`src/rtl/decoder_scan_n_pkg.sv`:
```
`default_nettype none
// ============================================================================
// Module   : decoder_pkg
// Brief    : Shared mode and state encodings for the scanning one-hot decoder.
// Revision : 1.0 - initial release
// ============================================================================
package decoder_pkg;

    typedef enum logic [1:0] {
        DIRECT    = 2'b00,
        SCAN_UP   = 2'b01,
        SCAN_DOWN = 2'b10,
        SWEEP     = 2'b11
    } mode_e;

    typedef enum logic [1:0] {
        OFF  = 2'b00,
        HOLD = 2'b01,
        RUN  = 2'b10
    } state_e;

endpackage : decoder_pkg
`default_nettype wire

```
`src/rtl/decoder_scan_n_onehot_dec.sv`:
```
`default_nettype none
// ============================================================================
// Module   : onehot_dec
// Brief    : Combinational SEL_W to 2**SEL_W one-hot decode, all-zero when
//            disabled.
// Revision : 1.0 - initial release
// ============================================================================
module onehot_dec #(
    parameter int SEL_W = 3
) (
    input  logic                    en,
    input  logic [SEL_W-1:0]        sel,
    output logic [(1<<SEL_W)-1:0]   y
);

    localparam int c_OUT_W = 1 << SEL_W;

    always_comb begin
        y = '0;
        if (en) begin
            y = c_OUT_W'(1) << sel;
        end
    end

endmodule : onehot_dec
`default_nettype wire

```
`src/rtl/decoder_scan_n.sv`:
```
`default_nettype none
// ============================================================================
// Module   : decoder_scan_n
// Brief    : Registered one-hot decoder with static hold and a dwell-timed
//            up/down/sweep scan sequencer.
// Revision : 1.0 - initial release
// ============================================================================
module decoder_scan_n
    import decoder_pkg::*;
#(
    parameter int SEL_W   = 3,
    parameter int DWELL_W = 8
) (
    input  logic                    clk,
    input  logic                    rst,
    input  logic                    en,
    input  logic [1:0]              mode,
    input  logic [SEL_W-1:0]        sel,
    input  logic                    load,
    input  logic [DWELL_W-1:0]      dwell,
    output logic [(1<<SEL_W)-1:0]   y,
    output logic [SEL_W-1:0]        idx,
    output logic                    busy,
    output logic                    wrap,
    output logic                    done
);

    localparam int c_OUT_W = 1 << SEL_W;

    state_e                 r_state, w_state_nxt;
    mode_e                  r_mode,  w_mode_nxt;
    logic [SEL_W-1:0]       r_idx,   w_idx_nxt;
    logic [DWELL_W-1:0]     r_dwell, w_dwell_nxt;
    logic [DWELL_W-1:0]     r_cnt,   w_cnt_nxt;
    logic                   r_wrap,  w_wrap_nxt;
    logic                   r_done,  w_done_nxt;
    logic [c_OUT_W-1:0]     r_y,     w_dec;
    logic                   w_dec_en;

    // State register, including the output register that follows the decoder
    always_ff @(posedge clk) begin
        if (rst) begin
            r_state <= OFF;
            r_mode  <= DIRECT;
            r_idx   <= '0;
            r_dwell <= '0;
            r_cnt   <= '0;
            r_wrap  <= 1'b0;
            r_done  <= 1'b0;
            r_y     <= '0;
        end else begin
            r_state <= w_state_nxt;
            r_mode  <= w_mode_nxt;
            r_idx   <= w_idx_nxt;
            r_dwell <= w_dwell_nxt;
            r_cnt   <= w_cnt_nxt;
            r_wrap  <= w_wrap_nxt;
            r_done  <= w_done_nxt;
            r_y     <= w_dec;
        end
    end

    // Next-state: en low beats load, load beats dwell stepping
    always_comb begin
        w_state_nxt = r_state;
        w_mode_nxt  = r_mode;
        w_idx_nxt   = r_idx;
        w_dwell_nxt = r_dwell;
        w_cnt_nxt   = r_cnt;
        w_wrap_nxt  = 1'b0;
        w_done_nxt  = 1'b0;
        if (!en) begin
            w_state_nxt = OFF;
            w_cnt_nxt   = '0;
        end else if (load) begin
            w_idx_nxt   = sel;
            w_mode_nxt  = mode_e'(mode);
            w_dwell_nxt = dwell;
            w_cnt_nxt   = '0;
            w_state_nxt = (mode_e'(mode) == DIRECT) ? HOLD : RUN;
        end else if (r_state == RUN) begin
            if (r_cnt != r_dwell) begin
                w_cnt_nxt = r_cnt + 1'b1;
            end else begin
                w_cnt_nxt = '0;
                case (r_mode)
                    SCAN_UP: begin
                        w_idx_nxt  = r_idx + 1'b1;
                        w_wrap_nxt = &r_idx;
                    end
                    SCAN_DOWN: begin
                        w_idx_nxt  = r_idx - 1'b1;
                        w_wrap_nxt = ~|r_idx;
                    end
                    SWEEP: begin
                        if (&r_idx) begin
                            w_state_nxt = OFF;
                            w_done_nxt  = 1'b1;
                        end else begin
                            w_idx_nxt = r_idx + 1'b1;
                        end
                    end
                    default: begin
                        w_idx_nxt = r_idx;
                    end
                endcase
            end
        end
    end

    // Output decode works on next-state values so y lands with its index
    always_comb begin
        w_dec_en = (w_state_nxt != OFF);
    end

    onehot_dec #(
        .SEL_W (SEL_W)
    ) u_dec (
        .en  (w_dec_en),
        .sel (w_idx_nxt),
        .y   (w_dec)
    );

    assign y    = r_y;
    assign idx  = r_idx;
    assign busy = (r_state == RUN);
    assign wrap = r_wrap;
    assign done = r_done;

endmodule : decoder_scan_n
`default_nettype wire

```
`config.mk`:
```
export PLATFORM = sky130hd
export DESIGN_NAME = decoder_scan_n
export DESIGN_NICKNAME = d
export VERILOG_FILES = /design/src/rtl/decoder_scan_n_pkg.sv /design/src/rtl/decoder_scan_n_onehot_dec.sv /design/src/rtl/decoder_scan_n.sv
export SDC_FILE = /design/constraint.sdc
export NUM_CORES = 1
export LEC_CHECK = 0
export ABC_AREA = 1
export BUFFER_PORTS_ARGS = -buffer_cell sky130_fd_sc_hd__buf_2
export CAP_MARGIN = 0
export CELL_PAD_IN_SITES_DETAIL_PLACEMENT = 1
export CELL_PAD_IN_SITES_GLOBAL_PLACEMENT = 2
export CORE_UTILIZATION = 32
export DETAILED_ROUTE_END_ITERATION = 16
export GPL_ROUTABILITY_DRIVEN = 0
export PLACE_DENSITY_LB_ADDON = 0.15
export SYNTH_ARGS = -nofsm -noshare
export SYNTH_HDL_FRONTEND = slang
export SYNTH_SLANG_ARGS = --single-unit
```
`constraint.sdc`:
```
create_clock -name clk -period 4.8 [get_ports clk]
set_input_delay 0.24 -clock clk [delete_from_list [all_inputs] [get_ports clk]]
set_output_delay 0.24 -clock clk [all_outputs]
set_load 0.03 [all_outputs]
```
==> metrics, run 1 <==
status=finished clean; via count=~1600; Die Area=0.005649 mm^2; Mapped Avg Cell Area=6.797 um^2; synthesis-to-finish area growth=18.70%; Buffers on Ports=30; TritonCTS Sinks=33; Max-slew headroom=0.5305; vias in the first global route=1475; post-synthesis simple-gate area fraction=0.3148; compound-gate portion of the synthesized area=0.1132; CP arrival=2.01 ns; kind of critical path=flop to flop; type of the worst min-delay path=input pin to flop; hold path start=rst; CP Launch Type=flop; Storage cell area=between 600 and 700 um^2; die height=75.16 um; distinct cell type count after synthesis=26; area of the multi-input gates=slightly below 900 um^2; worst-case clock skew=0.006358 ns; Core Box Area=0.005140 mm^2; Final Hold Fails=0; setup_tns=0 ns; top cells by area, synth=dfxtp_1, nand2_1, inv_1, ha_1, nor2_1; cts repair resizes=0; syn_nets=279; RR Endpoint=y[0]$_SDFF_PP0_; largest net degree at the start of global routing=22; sequential fraction of the synthesis area=0.3857; Worst setup EP type=flop; proportion of synthesized area in mux cells=0; Initial Util=0.3333; R2R Path Start=idx[1]$_SDFF_PP0_; Reg2Reg Depth=11; Slew @ Worst Pin=between 0.7 and 0.8 ns; root buffer cell=clkbuf_8; largest family of logic cells by synthesized area=simple AND/OR/NAND/NOR gates; H-tree depth=2; worst hold slack=0.1733 ns; Via density=4.409; CTS Buf Count=5; Final #Nets=314; Max clock buf depth=2; Slew Limit Fails=0; Critical Path RT=5.02 ns; Post-Synth Adder-Cell Area=0.07305; fraction of layout cells with a size suffix above 1=0.1951; Synth area leader=dfxtp_1; leakage power=0.9840 nW; post-CTS setup buffer count=0; drt first pass iters=4; row cnt=26; gr usage total=0.1686; wirelength, routed=roughly 4.2 mm; max-cap viol count=0; Skew-Pair Late Insertion Delay=0.29 ns; total inserted antenna cells=0; Peak Freq=about 0.56 GHz; Final period util=0.3723; initial antenna violation count=0; I/O pins=31; Warnings, synthesis=0; Max Fanout on Critical Path=4; total gr overflow=0; Syn Inst Count=252; CTS tree=built; Routed Antenna Nets=0; Filler Cell Count=approximately 700; Worst Hold End=idx[1]$_SDFF_PP0_; die width=around 75 um; # setup viols final=0; r2r setup slk=3.01 ns; Post-Syn Area=0.001713 mm^2; first-pass GRT wire length=~6.9 mm; Hold Path Depth=2; XOR/XNOR share of the synthesized area=0.01023; RSZ-0062 raised after global routing=false; Power Total=0.5903 mW; pwr dens=between 200 and 300 mW/mm^2; drt wl/cell=11.70 um; post-synth top area share=0.3857; VDD IR max=around 140 uV; Hold Buf Count CTS=0; dpl hpwl=3.271 mm; Synth Register Bits=33; fin crit period=1.787 ns; Reg clk slew, reported paths=around 0.070 ns; drc violations=0; DRT iter0 DRCs=43
[placed cells by master (no fill, tap or decap), types with 2 or more instances in the layout]
cell | netlist | routed
buf_2 | 0 | 30
nand2_2 | 6 | 6
xor2_1 | 2 | 2
nor3_1 | 2 | 2
a21oi_1 | 15 | 15
o21ai_0 | 16 | 16
dfxtp_1 | 33 | 33
inv_2 | 9 | 9
nand2_1 | 65 | 65
nand3_1 | 12 | 12
clkbuf_8 | 0 | 6
ha_1 | 10 | 10
nand4_1 | 2 | 2
nor2_1 | 30 | 30
inv_1 | 35 | 35
nor3b_1 | 2 | 2
[area by class of cell]
cell class                 instances  area share
tap                               70     0.04308
sequential                        33      0.3249
clock inverter                     1    0.003692
inverter                          45     0.08308
timing repair buffer              30     0.07385
clock buffer                       6     0.04062
multi-input combinational        172      0.4308
[state kept, by name, summed over array words and instances, names as in the netlist]
name     flops
done         1
wrap         1
y            8
idx          3
r_cnt        8
r_mode       2
r_state      2
r_dwell      8
[worst max-delay path: stages (launching register included)]
cell and delay, ns:
dfxtp_1 0.39, ha_1 0.19, inv_1 0.05, ha_1 0.27, a22oi_1 0.17, nand2_1 0.08, nand3b_1 0.17, nand3_1 0.09
nand2_2 0.07, inv_2 0.06, nand2_2 0.07, nor2_1 0.10
[worst max path at each step]
stage                                 start  slack (ns)         endpoint
after floorplan           idx[1]$_SDFF_PP0_        3.00  y[0]$_SDFF_PP0_
after global placement    idx[1]$_SDFF_PP0_        2.99  y[0]$_SDFF_PP0_
after detailed placement  idx[1]$_SDFF_PP0_        2.98  y[0]$_SDFF_PP0_
after CTS                 idx[1]$_SDFF_PP0_        2.96  y[0]$_SDFF_PP0_
after global routing      idx[1]$_SDFF_PP0_        2.82  y[0]$_SDFF_PP0_
final                     idx[1]$_SDFF_PP0_        3.01  y[0]$_SDFF_PP0_
[synthesized netlist by cell type, drive strengths merged]
cell type	n
inv	44
o21bai	1
a22oi	1
nor3	2
xor2	2
a21oi	15
nand4	2
a32oi	1
nor4	1
nand3	13
nor2	31
ha	10
a211oi	1
nand2	71
o21ai	16
clkbuf	2
nor3b	2
nand3b	1
dfxtp	33
clkinv	1
or2	1
o211ai	1
[where the power goes]
part           switching (mW)  total [mW]  internal [mW]
Sequential            0.00560       0.289          0.283
Clock                   0.102       0.215          0.113
Combinational          0.0569      0.0864         0.0295
Total                   0.164       0.590          0.426
[metrics by stage]
| step | util | instance area [um^2] | worst slack, ns | std cells |
|---|---|---|---|---|
| 2_1_floorplan | - | 1713 | 3.004 | 252 |
| 3_3_place_gp | 0.3780 | 1943 | 2.990 | 350 |
| 3_5_place_dp | 0.3780 | 1943 | 2.985 | 350 |
| 4_1_cts | 0.3956 | 2033 | 2.958 | 357 |
| 5_1_grt | 0.3956 | 2033 | 2.819 | 357 |
| 6_report | 0.3956 | 2033 | 3.013 | 357 |
[routing by layer]
metal | up-vias | part of all wire | track usage | wire length (um)
met5 | - | 0 | 0 | 0
li1 | 851 | - | - | -
met4 | 0 | 0.018 | 0.07407 | 76
met1 | 689 | 0.53 | 0.2264 | 2223
met2 | 27 | 0.41 | 0.2553 | 1711
met3 | 7 | 0.040 | 0.04284 | 166
[logic make-up after synthesis]
kind of cell               after synthesis
xor gates and xnor gates                 2
adders and majority gates               10
and+or+nand+nor                        124
buffers and inverters                   47
AOI/OAI and AO/OA                       36
DFF                                     33
Power figures use the tool's default switching activity.
==> run 2, diff against run 1 <==
--- a/config.mk
+++ b/config.mk
@@ -10,7 +10,7 @@
 export CAP_MARGIN = 0
 export CELL_PAD_IN_SITES_DETAIL_PLACEMENT = 1
 export CELL_PAD_IN_SITES_GLOBAL_PLACEMENT = 2
-export CORE_UTILIZATION = 32
+export CORE_UTILIZATION = 27
 export DETAILED_ROUTE_END_ITERATION = 16
 export GPL_ROUTABILITY_DRIVEN = 0
 export PLACE_DENSITY_LB_ADDON = 0.15
==> constraint.sdc (replaced) <==
create_clock -name clk -period 1.6 [get_ports clk]
set_input_delay 0.08 -clock clk [delete_from_list [all_inputs] [get_ports clk]]
set_output_delay 0.08 -clock clk [all_outputs]
set_load 0.03 [all_outputs]
==> metrics, run 2 (synthesized netlist as in run 1, its figures left out) <==
Skew-Pair Late Insertion Delay=0.28 ns; drt wl/cell=between 10 and 15 um; drc violations=0; Worst setup EP type=flop; Peak Freq=approximately 0.61 GHz; max-cap viol count=0; Buffers on Ports=30; fin cells=387; Die Area=0.006667 mm^2; status=finished, violations left; # setup viols final=4; largest net degree at the start of global routing=21; CTS Buf Count=5; Critical Path RT=1.82 ns; Int Pwr=1.331 mW; failing checks=setup timing; DRT iter0 DRCs=44; worst-case clock skew=0.004017 ns; I/O pins=31; Reg clk slew, reported paths=0.07 ns; combinational power share=0.189; crit path to=y[1]$_SDFF_PP0_; Reg2Reg Depth=11; Final period util=1.020; Filler Cell Count=759; Placed Cells incl. Taps=approximately 380; die height=81.65 um; switching portion of total power=0.2835; RSZ-0062 raised after global routing=true; RR Endpoint=y[1]$_SDFF_PP0_; Slew Limit Fails=0; TritonCTS Sinks=33; CP Launch Type=flop; drt first pass iters=4; type of the worst min-delay path=input pin to flop; dpl hpwl=3.658 mm; die width=~82 um; VDD IR max=324.0 uV; Psw=0.5269 mW; leakage power=1.158 nW; CP arrival=1.85 ns; setup_tns=-0.08016 ns; Initial Util=0.2843; pwr dens=752.8 mW/mm^2; wirelength, routed=between 4 and 5 mm; Clock power frac=0.343; Slew @ Worst Pin=0.3680 ns; fin crit period=1.632 ns; Max-slew headroom=0.7544; R2R Path Start=idx[1]$_SDFF_PP0_; row cnt=28; Final Util=0.4097; Routed Antenna Nets=0; total inserted antenna cells=0; first-pass GRT wire length=7.320 mm; root buffer cell=clkbuf_8; CTS tree=built; gr usage total=0.1485; Final Hold Fails=0; vias in the first global route=1542; Final #Nets=about 340; sequential share of power=0.468; total gr overflow=0; Max clock buf depth=2; H-tree depth=2; Core Box Area=between 0.006 and 0.007 mm^2; most frequent cells in the layout=nand2_1, buf_2, inv_1; commonest non-fill, non-tap cell in the layout=nand2_1; synthesis-to-finish area growth=44.12%; kind of critical path=flop to flop; pre-CTS setup slack=-0.1049 ns; Via density=between 4 and 5; Worst Setup SP=idx[1]$_SDFF_PP0_; initial antenna violation count=0; post-route worst setup slack=-0.03247 ns; Max Fanout on Critical Path=4; r2r setup slk=-0.03 ns; via count=1743; fraction of layout cells with a size suffix above 1=0.4551
==> run 2: cell count changes in the layout (fill, tap and decap cells not counted), sizes merged <==
cell / before / now
buf: 30 / 55
clkbuf: 6 / 7
clkinvlp: 1 / 0
clkinv: 1 / 0
inv: 44 / 45
==> run 2: power by group through the flow <==
stage | registers [mW] | clock network [mW] | logic [mW]
final | 0.871 | 0.637 | 0.350
after detailed placement | 0.884 | 0 | 0.293
after floorplan | 0.898 | 0 | 0.167
after global placement | 0.884 | 0 | 0.292
after global routing | 0.874 | 0.714 | 0.394
after CTS | 0.866 | 0.679 | 0.300
==> run 2: timing repair <==
item,CTS,global route
hold buffers,0,0
setup buffers,0,3
setup endpoints to repair,9,13
resized for setup,8,67
pin swaps,10,27
==> run 2: final cells by class <==
type,count,area (um^2),area share
multi-input cells,172,1076,0.4359
flip-flops and latches,33,685.7,0.2777
repair buffers,55,345.3,0.1399
inverters,45,181.4,0.07349
well taps,75,93.84,0.03801
clock buffers,7,86.33,0.03497
==> run 2: critical path, cell delays in order, from the launching register on <==
cell      delay (ns)
dfxtp_4         0.38
ha_4            0.17
inv_4           0.04
ha_4            0.20
a22oi_2         0.14
nand2_1         0.08
nand3b_1        0.17
nand3_2         0.09
nand2_4         0.07
inv_4           0.06
nand2_4         0.07
nor2_2          0.10
==> run 2: worst min path at each step <==
stage / start / endpoint / slack (ns) / cells past startpoint
floorplan: rst / idx[1]$_SDFF_PP0_ / 0.14 / 1
global placement: rst / idx[1]$_SDFF_PP0_ / 0.31 / 2
detailed placement: rst / idx[1]$_SDFF_PP0_ / 0.30 / 2
CTS: rst / idx[1]$_SDFF_PP0_ / 0.003 / 2
global route: rst / idx[0]$_SDFF_PP0_ / 0.005 / 2
finish: rst / idx[0]$_SDFF_PP0_ / 0.02 / 2
==> run 2: per-layer routing <==
metal	wire [um]	vias to the layer above	GRT usage
met3	166	5	0.03333
met1	2336	808	0.2028
met4	51	0	0.04737
met5	0	-	0
li1	-	905	-
met2	2174	25	0.2300
==> run 2: metrics by stage <==
step                hold WS [ns]  cell area (um^2)  power [mW]
finish                   0.02040              2469       1.858
global route            0.005426              2469       1.983
CTS                     0.002525              2252       1.846
detailed placement        0.3038              2136       1.177
global placement          0.3066              2136       1.175
floorplan                 0.1394              1734       1.065
==> run 3, diff against run 2 <==
--- a/config.mk
+++ b/config.mk
@@ -13,7 +13,7 @@
 export CORE_UTILIZATION = 27
 export DETAILED_ROUTE_END_ITERATION = 16
 export GPL_ROUTABILITY_DRIVEN = 0
-export PLACE_DENSITY_LB_ADDON = 0.15
+export PLACE_DENSITY_LB_ADDON = 0.1
 export SYNTH_ARGS = -nofsm -noshare
 export SYNTH_HDL_FRONTEND = slang
 export SYNTH_SLANG_ARGS = --single-unit
==> metrics, run 3 (synthesized netlist as in run 1, its figures left out) <==
status=finished, violations left; failing checks=setup timing; Buffers on Ports=30; Hold Path Depth=3; Power Total=between 2 and 2.5 mW; CTS tree=built; Final period util=1.027; dpl hpwl=3.709 mm; type of the worst min-delay path=input pin to flop; gr usage total=0.1601; critical-path cell list=ha_4 -> inv_2 -> ha_4 -> a22oi_2 -> nand2_1 -> nand3b_1 -> nand3_2 -> nand2_4 -> inv_4 -> nand2_4 -> nor2_1; Final #Nets=~340; die width=81.65 um; CP Launch Type=flop; Final Hold Fails=0; max-cap viol count=0; R2R Path Start=idx[0]$_SDFF_PP0_; Worst path top cell family by delay=simple AND/OR/NAND/NOR gates; H-tree depth=2; setup_tns=-0.1643 ns; Clock power frac=0.443; Worst setup EP type=flop; fin crit period=1.643 ns; vias in the first global route=1696; crit path to=y[2]$_SDFF_PP0_; VDD IR max=around 520 uV; Final Util=0.4196; fin cells=390; switching portion of total power=0.2632; largest net degree at the start of global routing=21; wirelength, routed=a little under 5 mm; leakage power=roughly 1.2 nW; first-pass GRT wire length=7.969 mm; RSZ-0062 raised after global routing=true; TritonCTS Sinks=33; worst-case clock skew=0.01254 ns; worst hold slack=0.06952 ns; die height=81.65 um; Worst Path Buf+Inv=2; RR Endpoint=y[2]$_SDFF_PP0_; drc violations=0; Max clock buf depth=2; commonest non-fill, non-tap cell in the layout=nand2_1; CP arrival=between 1.5 and 2 ns; r2r setup slk=-0.04 ns; max incr delay on CP=between 0.3 and 0.4 ns; Critical Path RT=1.84 ns; combinational power share=0.162; I/O pins=31; Die Area=between 0.006 and 0.007 mm^2; row cnt=28; Initial Util=0.2843; # setup viols final=8; sequential share of power=0.395; DRT iter0 DRCs=34; stages on the worst setup path=11; Skew-Pair Late Insertion Delay=0.29 ns; CTS Buf Count=5; Psw=0.5793 mW; synthesis-to-finish area growth=47.63%; post-route worst setup slack=-0.04346 ns; Via density=4.397; total inserted antenna cells=0; Reg2Reg Depth=11; pwr dens=between 800 and 900 mW/mm^2; total gr overflow=0; Placed Cells incl. Taps=376; Reg clk slew, reported paths=0.08 ns; via count=roughly 1700; Routed Antenna Nets=0; Slew @ Worst Pin=0.3597 ns; Peak Freq=between 0.6 and 0.7 GHz; CP max stage cell=dfxtp_4; drt first pass iters=4; drt wl/cell=12.52 um; root buffer cell=clkbuf_8; Max-slew headroom=0.7600; Int Pwr=between 1.5 and 2 mW; Worst Setup SP=idx[0]$_SDFF_PP0_; fraction of layout cells with a size suffix above 1=0.4667; Core Box Area=0.006026 mm^2; Slew Limit Fails=0; most frequent cells in the layout=nand2_1, buf_2, inv_1; initial antenna violation count=0; Max Fanout on Critical Path=4; kind of critical path=flop to flop
-- run 3: changes by cell type in the layout (fill, tap and decap cells not counted), moves of 2 or more --
cell / previous run / this run
nand2_1: 55 / 50
nor2_1: 17 / 22
inv_2: 11 / 13
dfxtp_2: 14 / 16
bufinv_16: 0 / 2
inv_4: 5 / 3
nor2_2: 12 / 8
dfxtp_1: 17 / 14
nand2_2: 11 / 16
-- run 3: timing repair --
action                                  4_1_cts  5_1_grt
gates cloned                                  0        0
endpoints found under the setup margin        9       19
setup buffers                                 1        4
hold endpoints to repair                      2        0
resized for setup                             7       64
pin swaps                                    12       24
hold buffers                                  1        0
-- run 3: layer usage --
layer,vias to the layer above,part of all wire,global-route usage
met5,-,0,0
met4,0,0.010,0.06316
met3,4,0.028,0.03556
met2,18,0.45,0.2400
met1,781,0.51,0.2207
li1,912,-,-
-- run 3: cell type report --
class                           count  area [um^2]
Tap cell                           75        93.84
Multi-Input combinational cell    172         1057
Clock buffer                        5        68.82
Sequential cell                    33        691.9
Clock inverter                      3        68.82
Timing Repair Buffer               57        371.6
Fill cell                         767         3497
Inverter                           45        176.4
-- run 3: power by group through the flow --
stage               combinational (mW)  sequential (mW)  clock, mW
floorplan                        0.167            0.898          0
global placement                 0.292            0.884          0
detailed placement               0.292            0.885          0
CTS                              0.306            0.866      0.997
global route                     0.402            0.873       1.03
finish                           0.356            0.870      0.976
-- run 3: worst min-delay path by stage --
stage                               to      from  slack, ns
6_report       r_dwell[0]$_SDFFE_PP0P_  dwell[0]       0.07
5_1_grt        r_dwell[5]$_SDFFE_PP0P_  dwell[5]        0.1
4_1_cts        r_dwell[3]$_SDFFE_PP0P_  dwell[3]       0.07
3_5_place_dp         idx[1]$_SDFF_PP0_       rst       0.30
3_3_place_gp         idx[1]$_SDFF_PP0_       rst       0.31
2_1_floorplan        idx[1]$_SDFF_PP0_       rst       0.14
-- run 3: worst min-delay path, delay by kind of cell --
family                 cells  cell delay [ns]
AOI/OAI and AO/OA          2             0.17
buffers and inverters      1             0.07
-- run 3: stage by stage --
stage               worst slack [ns]  cell area (um^2)
finish                      -0.04346              2529
global route                 -0.1269              2529
detailed placement           -0.1065              2141
global placement            -0.09371              2141
CTS                          -0.1022              2326
floorplan                    0.01270              1734
